**config.mk**
```make
export PLATFORM = sky130hd
export DESIGN_NAME = fp51_inst_mem_loader_flat
export DESIGN_NICKNAME = d
export VERILOG_FILES = /design/src/rtl/fp51_inst_mem_loader_if.sv /design/src/rtl/fp51_inst_mem_loader.sv /design/src/flat_wrapper.sv
export SDC_FILE = /design/constraint.sdc
export NUM_CORES = 1
export LEC_CHECK = 0
export ABC_CLOCK_PERIOD_IN_PS = 4800
export CAP_MARGIN = 30
export CELL_PAD_IN_SITES_DETAIL_PLACEMENT = 2
export CELL_PAD_IN_SITES_GLOBAL_PLACEMENT = 2
export CORE_UTILIZATION = 34
export CTS_BUF_LIST = sky130_fd_sc_hd__clkbuf_16
export CTS_CLUSTER_DIAMETER = 50
export DETAILED_ROUTE_END_ITERATION = 16
export GPL_TIMING_DRIVEN = 0
export PLACE_DENSITY_LB_ADDON = 0.12
export SLEW_MARGIN = 30
export SYNTH_ARGS = -nofsm -noshare
export SYNTH_HDL_FRONTEND = slang
export SYNTH_SLANG_ARGS = --single-unit
```
**constraint.sdc**
```tcl
create_clock -name clk -period 4.8 [get_ports clk]
set_input_delay 0.96 -clock clk [delete_from_list [all_inputs] [get_ports clk]]
set_output_delay 0.96 -clock clk [all_outputs]
set_load 0.05 [all_outputs]
```
**src/rtl/fp51_inst_mem_loader_if.sv**
```systemverilog
// Byte-stream input and instruction-memory write bundle for the FP51 boot loader.
// The master drives the byte stream and observes the write port; the slave is the loader.
interface fp51_inst_mem_loader_if #(
    parameter int PC_BITWIDTH = 16
);
    logic                   in_valid;
    logic [7:0]             in_data;
    logic                   in_ready;
    logic                   inst_mem_we;
    logic [PC_BITWIDTH-3:0] inst_mem_wr_addr;
    logic [31:0]            inst_mem_data_in;
    logic                   load_active;
    logic                   load_done;
    logic                   load_error;
    logic [1:0]             err_code;

    modport master (
        output in_valid,
        output in_data,
        input  in_ready,
        input  inst_mem_we,
        input  inst_mem_wr_addr,
        input  inst_mem_data_in,
        input  load_active,
        input  load_done,
        input  load_error,
        input  err_code
    );

    modport slave (
        input  in_valid,
        input  in_data,
        output in_ready,
        output inst_mem_we,
        output inst_mem_wr_addr,
        output inst_mem_data_in,
        output load_active,
        output load_done,
        output load_error,
        output err_code
    );
endinterface

```
**src/rtl/fp51_inst_mem_loader.sv**
```systemverilog
// Framed boot loader: SYNC, ADDR_H, ADDR_L, LEN, 4*N data bytes, CHK.
// Packs data bytes little-endian into 32-bit words and writes them to FP51 instruction memory.
module fp51_inst_mem_loader #(
    parameter int         PC_BITWIDTH    = 16,
    parameter logic [7:0] SYNC_BYTE      = 8'hA5,
    parameter int         TIMEOUT_CYCLES = 1000000
) (
    input logic                   clk,
    input logic                   reset,
    fp51_inst_mem_loader_if.slave bus
);

    localparam int ADDR_W = PC_BITWIDTH - 2;
    localparam int TO_W   = (TIMEOUT_CYCLES > 2) ? $clog2(TIMEOUT_CYCLES) : 1;
    localparam logic [TO_W-1:0] TIMEOUT_LAST = TO_W'(TIMEOUT_CYCLES - 1);

    typedef enum logic [2:0] {
        ST_IDLE,
        ST_ADDR_H,
        ST_ADDR_L,
        ST_LEN,
        ST_DATA,
        ST_CHK
    } state_t;

    typedef enum logic [1:0] {
        ERR_NONE     = 2'b00,
        ERR_CHECKSUM = 2'b01,
        ERR_TIMEOUT  = 2'b10
    } err_t;

    state_t            state_q, state_d;
    logic [7:0]        addr_hi_q, addr_hi_d;
    logic [ADDR_W-1:0] cur_addr_q, cur_addr_d;
    logic [8:0]        word_cnt_q, word_cnt_d;
    logic [1:0]        byte_idx_q, byte_idx_d;
    logic [23:0]       word_buf_q, word_buf_d;
    logic [7:0]        sum_q, sum_d;
    logic [TO_W-1:0]   idle_cnt_q, idle_cnt_d;

    logic              we_q, we_d;
    logic [ADDR_W-1:0] wr_addr_q, wr_addr_d;
    logic [31:0]       wr_data_q, wr_data_d;
    logic              active_q, active_d;
    logic              done_q, done_d;
    logic              error_q, error_d;
    err_t              err_code_q, err_code_d;

    logic              ready;
    logic              accept;

    assign ready  = !reset;
    assign accept = bus.in_valid && ready;

    always_comb begin
        // NOTE: every signal gets a default first so no path through the case infers a latch.
        state_d    = state_q;
        addr_hi_d  = addr_hi_q;
        cur_addr_d = cur_addr_q;
        word_cnt_d = word_cnt_q;
        byte_idx_d = byte_idx_q;
        word_buf_d = word_buf_q;
        sum_d      = sum_q;
        idle_cnt_d = idle_cnt_q;
        we_d       = 1'b0;
        wr_addr_d  = wr_addr_q;
        wr_data_d  = wr_data_q;
        active_d   = active_q;
        done_d     = 1'b0;
        error_d    = 1'b0;
        err_code_d = err_code_q;

        if (state_q != ST_IDLE) begin
            idle_cnt_d = idle_cnt_q + TO_W'(1);
        end

        if (accept) begin
            idle_cnt_d = '0;
            if (state_q != ST_IDLE) begin
                sum_d = sum_q + bus.in_data;
            end

            case (state_q)
                ST_IDLE: begin
                    if (bus.in_data == SYNC_BYTE) begin
                        state_d    = ST_ADDR_H;
                        active_d   = 1'b1;
                        err_code_d = ERR_NONE;
                        sum_d      = '0;
                    end
                end
                ST_ADDR_H: begin
                    addr_hi_d = bus.in_data;
                    state_d   = ST_ADDR_L;
                end
                ST_ADDR_L: begin
                    cur_addr_d = ADDR_W'({addr_hi_q, bus.in_data});
                    state_d    = ST_LEN;
                end
                ST_LEN: begin
                    // A zero length byte encodes the maximum of 256 words.
                    word_cnt_d = (bus.in_data == 8'd0) ? 9'd256 : {1'b0, bus.in_data};
                    byte_idx_d = '0;
                    state_d    = ST_DATA;
                end
                ST_DATA: begin
                    byte_idx_d = byte_idx_q + 2'd1;
                    case (byte_idx_q)
                        2'd0: word_buf_d[7:0]   = bus.in_data;
                        2'd1: word_buf_d[15:8]  = bus.in_data;
                        2'd2: word_buf_d[23:16] = bus.in_data;
                        default: begin
                            we_d       = 1'b1;
                            wr_addr_d  = cur_addr_q;
                            wr_data_d  = {bus.in_data, word_buf_q};
                            cur_addr_d = cur_addr_q + ADDR_W'(1);
                            word_cnt_d = word_cnt_q - 9'd1;
                            if (word_cnt_q == 9'd1) begin
                                state_d = ST_CHK;
                            end
                        end
                    endcase
                end
                ST_CHK: begin
                    state_d  = ST_IDLE;
                    active_d = 1'b0;
                    if (sum_d == 8'd0) begin
                        done_d = 1'b1;
                    end else begin
                        error_d    = 1'b1;
                        err_code_d = ERR_CHECKSUM;
                    end
                end
                default: state_d = ST_IDLE;
            endcase
        end else if (state_q != ST_IDLE && idle_cnt_q == TIMEOUT_LAST) begin
            // Stalled frame: abandon it, dropping any partially packed word.
            state_d    = ST_IDLE;
            active_d   = 1'b0;
            error_d    = 1'b1;
            err_code_d = ERR_TIMEOUT;
            idle_cnt_d = '0;
            byte_idx_d = '0;
        end
    end

    // NOTE: sequential state uses non-blocking assignments so all registers update together.
    always_ff @(posedge clk or posedge reset) begin
        if (reset) begin
            state_q    <= ST_IDLE;
            addr_hi_q  <= '0;
            cur_addr_q <= '0;
            word_cnt_q <= '0;
            byte_idx_q <= '0;
            word_buf_q <= '0;
            sum_q      <= '0;
            idle_cnt_q <= '0;
            we_q       <= 1'b0;
            wr_addr_q  <= '0;
            wr_data_q  <= '0;
            active_q   <= 1'b0;
            done_q     <= 1'b0;
            error_q    <= 1'b0;
            err_code_q <= ERR_NONE;
        end else begin
            state_q    <= state_d;
            addr_hi_q  <= addr_hi_d;
            cur_addr_q <= cur_addr_d;
            word_cnt_q <= word_cnt_d;
            byte_idx_q <= byte_idx_d;
            word_buf_q <= word_buf_d;
            sum_q      <= sum_d;
            idle_cnt_q <= idle_cnt_d;
            we_q       <= we_d;
            wr_addr_q  <= wr_addr_d;
            wr_data_q  <= wr_data_d;
            active_q   <= active_d;
            done_q     <= done_d;
            error_q    <= error_d;
            err_code_q <= err_code_d;
        end
    end

    assign bus.in_ready         = ready;
    assign bus.inst_mem_we      = we_q;
    assign bus.inst_mem_wr_addr = wr_addr_q;
    assign bus.inst_mem_data_in = wr_data_q;
    assign bus.load_active      = active_q;
    assign bus.load_done        = done_q;
    assign bus.load_error       = error_q;
    assign bus.err_code         = err_code_q;

    // A frame ends exactly one way, and writes only come from a completed data word.
    a_done_error_exclusive : assert property (@(posedge clk) disable iff (reset)
        !(done_q && error_q));
    a_we_from_data : assert property (@(posedge clk) disable iff (reset)
        we_q |-> ($past(state_q) == ST_DATA));

endmodule

```
**src/flat_wrapper.sv**
```systemverilog
// flat-port wrapper written by rule: the top's interface ports become plain ports
module fp51_inst_mem_loader_flat 
#(
    parameter int         PC_BITWIDTH    = 16,
    parameter logic [7:0] SYNC_BYTE      = 8'hA5,
    parameter int         TIMEOUT_CYCLES = 1000000
)
  (clk, reset, bus_in_valid, bus_in_data, bus_in_ready, bus_inst_mem_we, bus_inst_mem_wr_addr, bus_inst_mem_data_in, bus_load_active, bus_load_done, bus_load_error, bus_err_code);
  fp51_inst_mem_loader_if #(.PC_BITWIDTH(PC_BITWIDTH)) bus_i ();
  input logic clk;
  input logic reset;
  input wire logic [$bits(bus_i.in_valid)-1:0] bus_in_valid;
  input wire logic [$bits(bus_i.in_data)-1:0] bus_in_data;
  output wire logic [$bits(bus_i.in_ready)-1:0] bus_in_ready;
  output wire logic [$bits(bus_i.inst_mem_we)-1:0] bus_inst_mem_we;
  output wire logic [$bits(bus_i.inst_mem_wr_addr)-1:0] bus_inst_mem_wr_addr;
  output wire logic [$bits(bus_i.inst_mem_data_in)-1:0] bus_inst_mem_data_in;
  output wire logic [$bits(bus_i.load_active)-1:0] bus_load_active;
  output wire logic [$bits(bus_i.load_done)-1:0] bus_load_done;
  output wire logic [$bits(bus_i.load_error)-1:0] bus_load_error;
  output wire logic [$bits(bus_i.err_code)-1:0] bus_err_code;
  assign bus_i.in_valid = bus_in_valid;
  assign bus_i.in_data = bus_in_data;
  assign bus_in_ready = bus_i.in_ready;
  assign bus_inst_mem_we = bus_i.inst_mem_we;
  assign bus_inst_mem_wr_addr = bus_i.inst_mem_wr_addr;
  assign bus_inst_mem_data_in = bus_i.inst_mem_data_in;
  assign bus_load_active = bus_i.load_active;
  assign bus_load_done = bus_i.load_done;
  assign bus_load_error = bus_i.load_error;
  assign bus_err_code = bus_i.err_code;
  fp51_inst_mem_loader #(.PC_BITWIDTH(PC_BITWIDTH), .SYNC_BYTE(SYNC_BYTE), .TIMEOUT_CYCLES(TIMEOUT_CYCLES)) u_core (.clk(clk), .reset(reset), .bus(bus_i));
endmodule
```
* Word-level counts from Yosys, hierarchy flattened
Cells that the tools add are included.
** Cells by class
- Multiplexer cells :: 40
- Add/sub/neg operators :: 5
- Reductions and logical operators :: 24
- Bitwise gates (word level) :: 1
- Equal/unequal tests :: 17
** Operators with widths (number)
- two-way mux 20 bit :: 3
- two-way mux 8 bit :: 4
- one-hot mux 14 bit (2 select lines) :: 1
- AND reduction 3 bit :: 7
- adder 20 x 1 -> 20 bit (second input constant) :: 1
- equality test 20 bit (second input constant) :: 1
- two-way mux 9 bit :: 2
- != test 3 bit (second input constant) :: 6
- one-hot mux 9 bit (2 select lines) :: 1
- zero test 8 bit :: 2
- two-way mux 3 bit :: 5
- one-hot mux 3 bit (5 select lines) :: 1
- adder 14 x 1 -> 14 bit (second input constant) :: 1
- two-way mux 14 bit :: 1
- two-way mux 1 bit :: 13
- two-way mux 2 bit :: 6
- equality test 9 x 1 -> 1 bit (second input constant) :: 1
- subtractor 9 x 1 -> 9 bit (second input constant) :: 1
- adder 8 bit :: 1
- equality test 8 bit (second input constant) :: 1
- one-hot mux 2 bit (2 select lines) :: 2
- AND reduction 4 bit :: 2
- equality test 3 x 2 -> 1 bit (second input constant) :: 2
- equality test 3 bit (second input constant) :: 2
- 15 further kinds :: 20
** Storage, ports and cells
- Register bits :: 138
- Bits of input ports :: 11
- Output and inout bits :: 53

* Logic depth before layout (Yosys ltp)
Gate-level depths: netlist (run 1).
- Depth in word-level cells :: 7
- Gate-level depth with buffers :: 9
- Mapped depth without buffers :: 8

* Worst setup path before layout (run 1)
Ideal clock, no wire load.
- Path kind :: input port to flip-flop
- Start :: input port reset
- End :: register u_core.word_buf_q[0]
- Library setup time :: 0.125 ns
- Buffers on the path :: 1
- Stages :: 6
- Path slack :: -1.209 ns
- Arrival :: 5.884 ns
- Cells stage by stage :: inv_1 -> nand2_1 -> buf_6 -> nor2_1 -> nand2_1 -> mux2_2
** Between the ends
- Word-level cells in the longest chain between the ends :: 3
** RTL lines
- start: declaration :: line flat_wrapper.sv:11 : input logic reset;
- zero test 1 bit (no source line)
- logical AND 1 bit :: line fp51_inst_mem_loader.sv:53 : assign accept = bus.in_valid && ready;
- AND reduction 3 bit (no source line)
- end signal: assignment :: line fp51_inst_mem_loader.sv:171 : word_buf_q <= word_buf_d;
- end: declaration :: line fp51_inst_mem_loader.sv:37 : logic [23:0] word_buf_q, word_buf_d;
Every way passes these cells.
A chain may end at the register's enable or synchronous reset.

* Final worst setup path (run 1)
- Start :: input port reset
- End :: output port bus_in_ready
** Between the ends
- Word-level cells in the longest chain between the ends :: 1
** RTL lines
- zero test 1 bit (no source line)
- end: declaration :: line flat_wrapper.sv:14 : output wire logic [$bits(bus_i.in_ready)-1:0] bus_in_ready;
Every way passes these cells.

==> flow_summary.json, run 1 <==
{
  "clock_latency_ns": 0.43,
  "routabilityCongestion": 0.802,
  "final_hold_viol_count": 0,
  "io_buffers": 62,
  "syn_to_final_growth_pct": 25.2,
  "final_util_pct": 43.8,
  "finalCritPeriodShare_pct": 86.6,
  "synthFlopType": "dfrtp_1",
  "grt_max_degree": 29,
  "gr-total-overflow": 0,
  "syn-num-nets": 615,
  "async_reset_ff_share_pct": 100,
  "yosysTopAreaCellShare_pct": 52.4,
  "p_leak_uw": 0.00376,
  "timing.rr.start": "u_core.sum_q[0]",
  "final_cell_mix": "138 x dfrtp_1, 62 x clkdlybuf4s50_1, 59 x nor2_1, 46 x mux2_1, 37 x nand2_1",
  "cts_max_level": 4,
  "crit_top_cell": "clkdlybuf4s50_1",
  "clock_skew_ns": 0.0108,
  "viasPerCell": 5.34,
  "cts_sinks": 138,
  "finalSetupTns_ns": 0,
  "clockBufferDepth": 2,
  "postCtsHoldBufs": 0,
  "synth_area_leaders": "dfrtp_1 52%, mux2_1 7.9%, mux2_2 5.3%",
  "cp_cell_sequence": "clkdlybuf4s50_1 > clkinvlp_4 > buf_16 > buf_12 > clkdlybuf4s50_1",
  "synth_compound_area_share_pct": 12.0,
  "cts_buffers": 17,
  "drive_gt1_share_pct": 14.6,
  "ir_drop_mv": 0.270,
  "wl_per_cell_um": 21.0,
  "hold_end": "u_core.idle_cnt_q[19]",
  "diodes": 0,
  "cap_violations": 0,
  "avgSynthCellArea_um2": 11.2,
  "outcome": "finished, final reports clean",
  "initial_utilization_pct": 35.0,
  "max_slew_margin_pct": 47.3,
  "post-route-min-period_ns": 4.16,
  "ys_warn_count": 0,
  "nNetsFinal": 701,
  "critPathTopFamily": "buffers and inverters",
  "rrSetupSlack_ns": 2.19,
  "ys_seq_area_share_pct": 52.4,
  "grt_pass1_vias": 5688,
  "rsz0062_at_grt": "no",
  "num_rows": 50,
  "drc_errors": 0,
  "dr.pass1.iters": 4,
  "synth_top_family_by_area": "simple AND/OR/NAND/NOR gates",
  "clock-root-buffer": "clkbuf_16",
  "track_usage_pct": 21.3,
  "synthSimpleGateAreaFrac_pct": 14.3,
  "maxSlewViolCount": 0,
  "startpoint": "reset",
  "finalWorstSetupSlack_ns": 0.642,
  "hp-class": "reg2reg",
  "place_area_um2": 7650,
  "vias": 5054,
  "cts.reportedPaths.clkPinSlew_ns": 0.06,
  "critPathBufInv": 5,
  "finalSetupViolations": 0,
  "critical_path_class": "in2out",
  "synth.ff_latch_count": 138,
  "ant_nets": 0,
  "required_ns": 3.84,
  "cts_tree": "yes",
  "min_from": "u_core.idle_cnt_q[19]",
  "synth-edff-count": 0,
  "post_cts_resized": 0,
  "crit_slowest_cell": "clkdlybuf4s50_1",
  "slowest_delay_ns": 0.71,
  "worstMarginPinSlew_ns": 0.786,
  "die_x_um": 141,
  "r2r-end": "u_core.bus.load_error",
  "ff2ff_path_depth": 8,
  "io_pins": 64,
  "ys_types": 65,
  "fin_area_um2": 8250,
  "postCtsSetupRepairBufs": 0,
  "setup.worst_path.end_class": "primary output",
  "clock.fmax_mhz": 240,
  "synthXorXnorAreaFrac_pct": 2.13,
  "syn_inst": 588,
  "worstPathMaxFanout": 27,
  "critPathLaunchType": "input port",
  "die_y_um": 141,
  "muxShareOfSynthArea_pct": 13.3,
  "routed_wl_um": 19800,
  "die_area_um2": 19900,
  "mostFrequentLayoutCell": "dfrtp_1",
  "powerDensity_nw_per_um2": 498,
  "hpwl_um": 13800,
  "grt_pass1_wl_um": 32300,
  "initialDrtViolationCount": 178,
  "whs_path_depth": 1,
  "syn_area_um2": 6590,
  "yosysTopAreaCell": "dfrtp_1",
  "synth-adder-area-share_pct": 3.15,
  "coreArea_um2": 18800,
  "crit_arrival_ns": 3.20,
  "dp_slack_ns": 0.641,
  "antenna_found_initial": 0,
  "worst_hold_slack_ns": 0.483
}
## Yosys cell counts (4+ instances only)
master and n:
buf_2 11, nand4_1 8, o21ai_0 9, ha_1 15, o21ai_1 20, a211oi_1 4
nor3_1 17, a22o_1 8, o22ai_1 6, o22a_1 5, buf_6 4, inv_1 11
nor2b_1 4, and3_1 6, nor4_1 6, o31ai_1 4, clkbuf_1 6, dfrtp_1 138
mux2_2 31, nand3_1 23, nor2_1 59, and4_1 5, a21oi_1 35, nand2_1 37
a31oi_1 7, xor2_1 11, xnor2_1 5, mux2_1 46
## through the flow
step | cells | power (µW)
after global placement | 910 | 2670
after floorplan | 588 | 2360
after detailed placement | 915 | 2760
after global routing | 947 | 4330
final | 947 | 4110
after CTS | 947 | 4160
## registers in the layout (all words and copies together), names as in the netlist, 2 cells and up
name / cells
u_core.bus.inst_mem_wr_addr: 14
u_core.byte_idx_q: 2
u_core.bus.err_code: 2
u_core.cur_addr_q: 14
u_core.sum_q: 8
u_core.word_cnt_q: 9
u_core.bus.inst_mem_data_in: 32
u_core.idle_cnt_q: 20
u_core.state_q: 3
u_core.addr_hi_q: 6
u_core.word_buf_q: 24
## worst register-to-register path, stage by stage, from the launching register on
cell and delay, ns:
dfrtp_1 0.40, ha_1 0.23, fa_1 0.45, xor2_1 0.22, nor3_1 0.24, o221ai_1 0.23
o31ai_1 0.35, a21oi_1 0.15, or2_1 0.23
## final cells by class
| cell class | instances | area, µm² |
|---|---|---|
| multi-input cells | 414 | 2960 |
| repair buffers | 67 | 728 |
| clock inverters | 15 | 176 |
| plain buffers | 24 | 138 |
| well taps | 260 | 325 |
| flip-flops and latches | 138 | 3450 |
| fillers | 1919 | 10600 |
| inverters | 12 | 48.8 |
| clock buffers | 17 | 425 |
## metal layers
metal	part of all wire, %	vias to the layer above	wire length, µm	global-route usage [%]
li1	-	2308	-	-
met1	44	2631	8780	25.7
met2	51	85	10100	37.7
met3	2.6	30	523	3.84
met4	2.1	0	411	8.18
met5	0	-	0	0
## power by group
group	switching (µW)	internal, µW	total (µW)
Clock	570	787	1360
Combinational	732	449	1180
Sequential	203	1360	1570
Total	1500	2600	4110
## worst max path at each step
stage	depth (start not counted)	slack [ns]	to
after floorplan	7	0.13	u_core.state_q[2]
after global placement	9	-1.60	u_core.cur_addr_q[7]
after detailed placement	5	0.64	bus_in_ready
after CTS	5	0.60	bus_in_ready
after global routing	5	0.53	bus_in_ready
final	5	0.64	bus_in_ready
## cell families (layout without fill, tap and decap cells)
kind of cell | count (synthesis) | after routing
simple gates | 185 | 185
buf+inv | 36 | 135
fa+ha+maj | 16 | 16
mux | 78 | 78
flops | 138 | 138
xor+xnor | 16 | 16
compound gates | 119 | 119
No activity file was read; power rests on OpenSTA's default activity.
==> run 2: changes to the inputs <==
==> constraint.sdc (replaced) <==
create_clock -name clk -period 4.8 [get_ports clk]
set_input_delay 0.48 -clock clk [delete_from_list [all_inputs] [get_ports clk]]
set_output_delay 0.48 -clock clk [all_outputs]
set_load 0.05 [all_outputs]
==> results of run 2 <==
The final DEF is identical to that of run 1. Status: finished, final reports clean.
Main changes from that run: setup slack after placement 0.641 ns -> 1.13 ns; setup slack after layout 0.642 ns -> 1.60 ns; hold slack 0.483 ns -> 0.468 ns; start point of the critical path reset -> bus_in_data[0]; end point of the critical path bus_in_ready -> u_core.bus.load_error
==> run 3: changes to the inputs <==
Settings changed: ABC_CLOCK_PERIOD_IN_PS 4800 to 3200, CORE_UTILIZATION 34 to 38.
Clock period 4.8 ns to 3.2 ns, I/O delays scaled along.
==> flow_summary.json, run 3 (same netlist as run 1, synthesis figures left out) <==
{
  "outcome": "finished, final reports clean",
  "critPathTopFamily": "adder cells",
  "crit_slowest_cell": "clkdlybuf4s50_1",
  "wl_per_cell_um": 22.3,
  "antenna_found_initial": 0,
  "io_buffers": 62,
  "worst_hold_slack_ns": 0.354,
  "io_pins": 64,
  "critical_path_class": "in2reg",
  "final_hold_viol_count": 0,
  "grt_max_degree": 27,
  "crit_arrival_ns": 3.33,
  "postCtsSetupRepairBufs": 0,
  "coreArea_um2": 16800,
  "swShare_pct": 37.0,
  "maxSlewViolCount": 0,
  "pwr-share-comb_pct": 30.7,
  "die_x_um": 134,
  "drc_errors": 0,
  "post-route-min-period_ns": 3.02,
  "hp-class": "in2async",
  "routabilityCongestion": 0.832,
  "cap_violations": 0,
  "critPathBufInv": 1,
  "nNetsFinal": 701,
  "critPathLaunchType": "input port",
  "switchingPower_uw": 2260,
  "cts.reportedPaths.clkPinSlew_ns": 0.06,
  "syn_to_final_growth_pct": 27.7,
  "initial_utilization_pct": 39.3,
  "dr.pass1.iters": 4,
  "gr-total-overflow": 0,
  "clkPwrFrac_pct": 30.4,
  "vias": 5061,
  "viasPerCell": 5.58,
  "clock-root-buffer": "clkbuf_16",
  "num_rows": 47,
  "internal-power_uw": 3830,
  "clock_skew_ns": 0.0121,
  "required_ns": 3.50,
  "die_area_um2": 17900,
  "cts_max_level": 4,
  "ff2ff_path_depth": 8,
  "final_cell_mix": "138 x dfrtp_1, 62 x clkdlybuf4s50_1, 58 x nor2_1, 43 x mux2_4, 34 x nand2_1",
  "finalSetupTns_ns": 0,
  "cts_buffers": 17,
  "drive_gt1_share_pct": 22.0,
  "grt_pass1_wl_um": 33400,
  "finalWorstSetupSlack_ns": 0.178,
  "largest_register_ff_count": 32,
  "setup.worst_path.end_class": "flop",
  "r2r-end": "u_core.bus.load_error",
  "routed_wl_um": 20200,
  "clock.fmax_mhz": 331,
  "ant_nets": 0,
  "postCtsHoldBufs": 0,
  "clockBufferDepth": 2,
  "diodes": 0,
  "dp_slack_ns": -0.224,
  "rrSetupSlack_ns": 0.57,
  "max_slew_margin_pct": 44.1,
  "finalSetupViolations": 0,
  "initialDrtViolationCount": 191,
  "finalCritPeriodShare_pct": 94.4,
  "hpwl_um": 14000,
  "cts_sinks": 138,
  "p_leak_uw": 0.00384,
  "rsz0062_at_grt": "no",
  "timing.rr.start": "u_core.sum_q[0]",
  "die_y_um": 134,
  "slowest_delay_ns": 0.71,
  "cts_tree": "yes",
  "ir_drop_mv": 0.439,
  "powerDensity_nw_per_um2": 724,
  "post_cts_resized": 0,
  "track_usage_pct": 24.6,
  "p_seq_share_pct": 38.9,
  "mostFrequentLayoutCell": "dfrtp_1",
  "worstPathMaxFanout": 9,
  "clock_latency_ns": 0.42,
  "worstMarginPinSlew_ns": 0.833,
  "cp_cell_sequence": "clkdlybuf4s50_1 > ha_1 > fa_1 > xor2_1 > nor3_1 > o221ai_1 > o31ai_1 > a21oi_1 > or2_1",
  "grt_pass1_vias": 5767
}
==> run 3: changes by cell type in the layout (fill, tap and decap cells not counted), moves of 3 or more <==
cell / change
mux2_1: -43
mux2_4: +43
buf_2: -4
clkinv_1: +4
clkinvlp_4: +4
buf_8: +3
inv_8: -3
nand2_1: -3
==> run 3: stage by stage <==
step | utilization, % | cell area, µm² | power [µW] | instances
global placement | 46.3 | 7760 | 4070 | 870
finish | 50.2 | 8420 | 6090 | 907
floorplan | - | 6870 | 3620 | 588
CTS | 50.2 | 8420 | 6160 | 907
global route | 50.2 | 8420 | 6430 | 907
detailed placement | 47.0 | 7870 | 4220 | 875
==> run 3: final cells by class <==
type                            instances  area [µm²]
Clock buffer                           17         425
Timing Repair Buffer                   67         728
Clock inverter                         15         123
Tap cell                              220         275
Inverter                               12        53.8
Sequential cell                       138        3450
Fill cell                            1657        8340
Buffer                                 24         194
Multi-Input combinational cell        414        3160
==> run 3: how the worst max path moves through the flow <==
stage	from	to	depth (start not counted)
finish	bus_in_data[0]	u_core.bus.load_error	9
CTS	bus_in_data[0]	u_core.bus.load_error	9
global placement	reset	u_core.cur_addr_q[7]	9
detailed placement	bus_in_data[0]	u_core.bus.load_error	9
floorplan	reset	u_core.state_q[2]	7
global route	bus_in_data[0]	u_core.bus.load_error	9
==> run 3: metal layers <==
layer	track usage, %	vias up	routed length [µm]
li1	-	2321	-
met1	31.1	2634	8930
met2	42.5	78	10400
met3	4.19	28	465
met4	8.08	0	397
met5	0	-	0
==> run 3: power by group through the flow <==
stage	registers [µW]	clock network, µW	logic [µW]
finish	2370	1850	1870
global route	2410	1960	2050
CTS	2370	1900	1890
detailed placement	2390	0	1840
global placement	2360	0	1720
floorplan	2390	0	1230
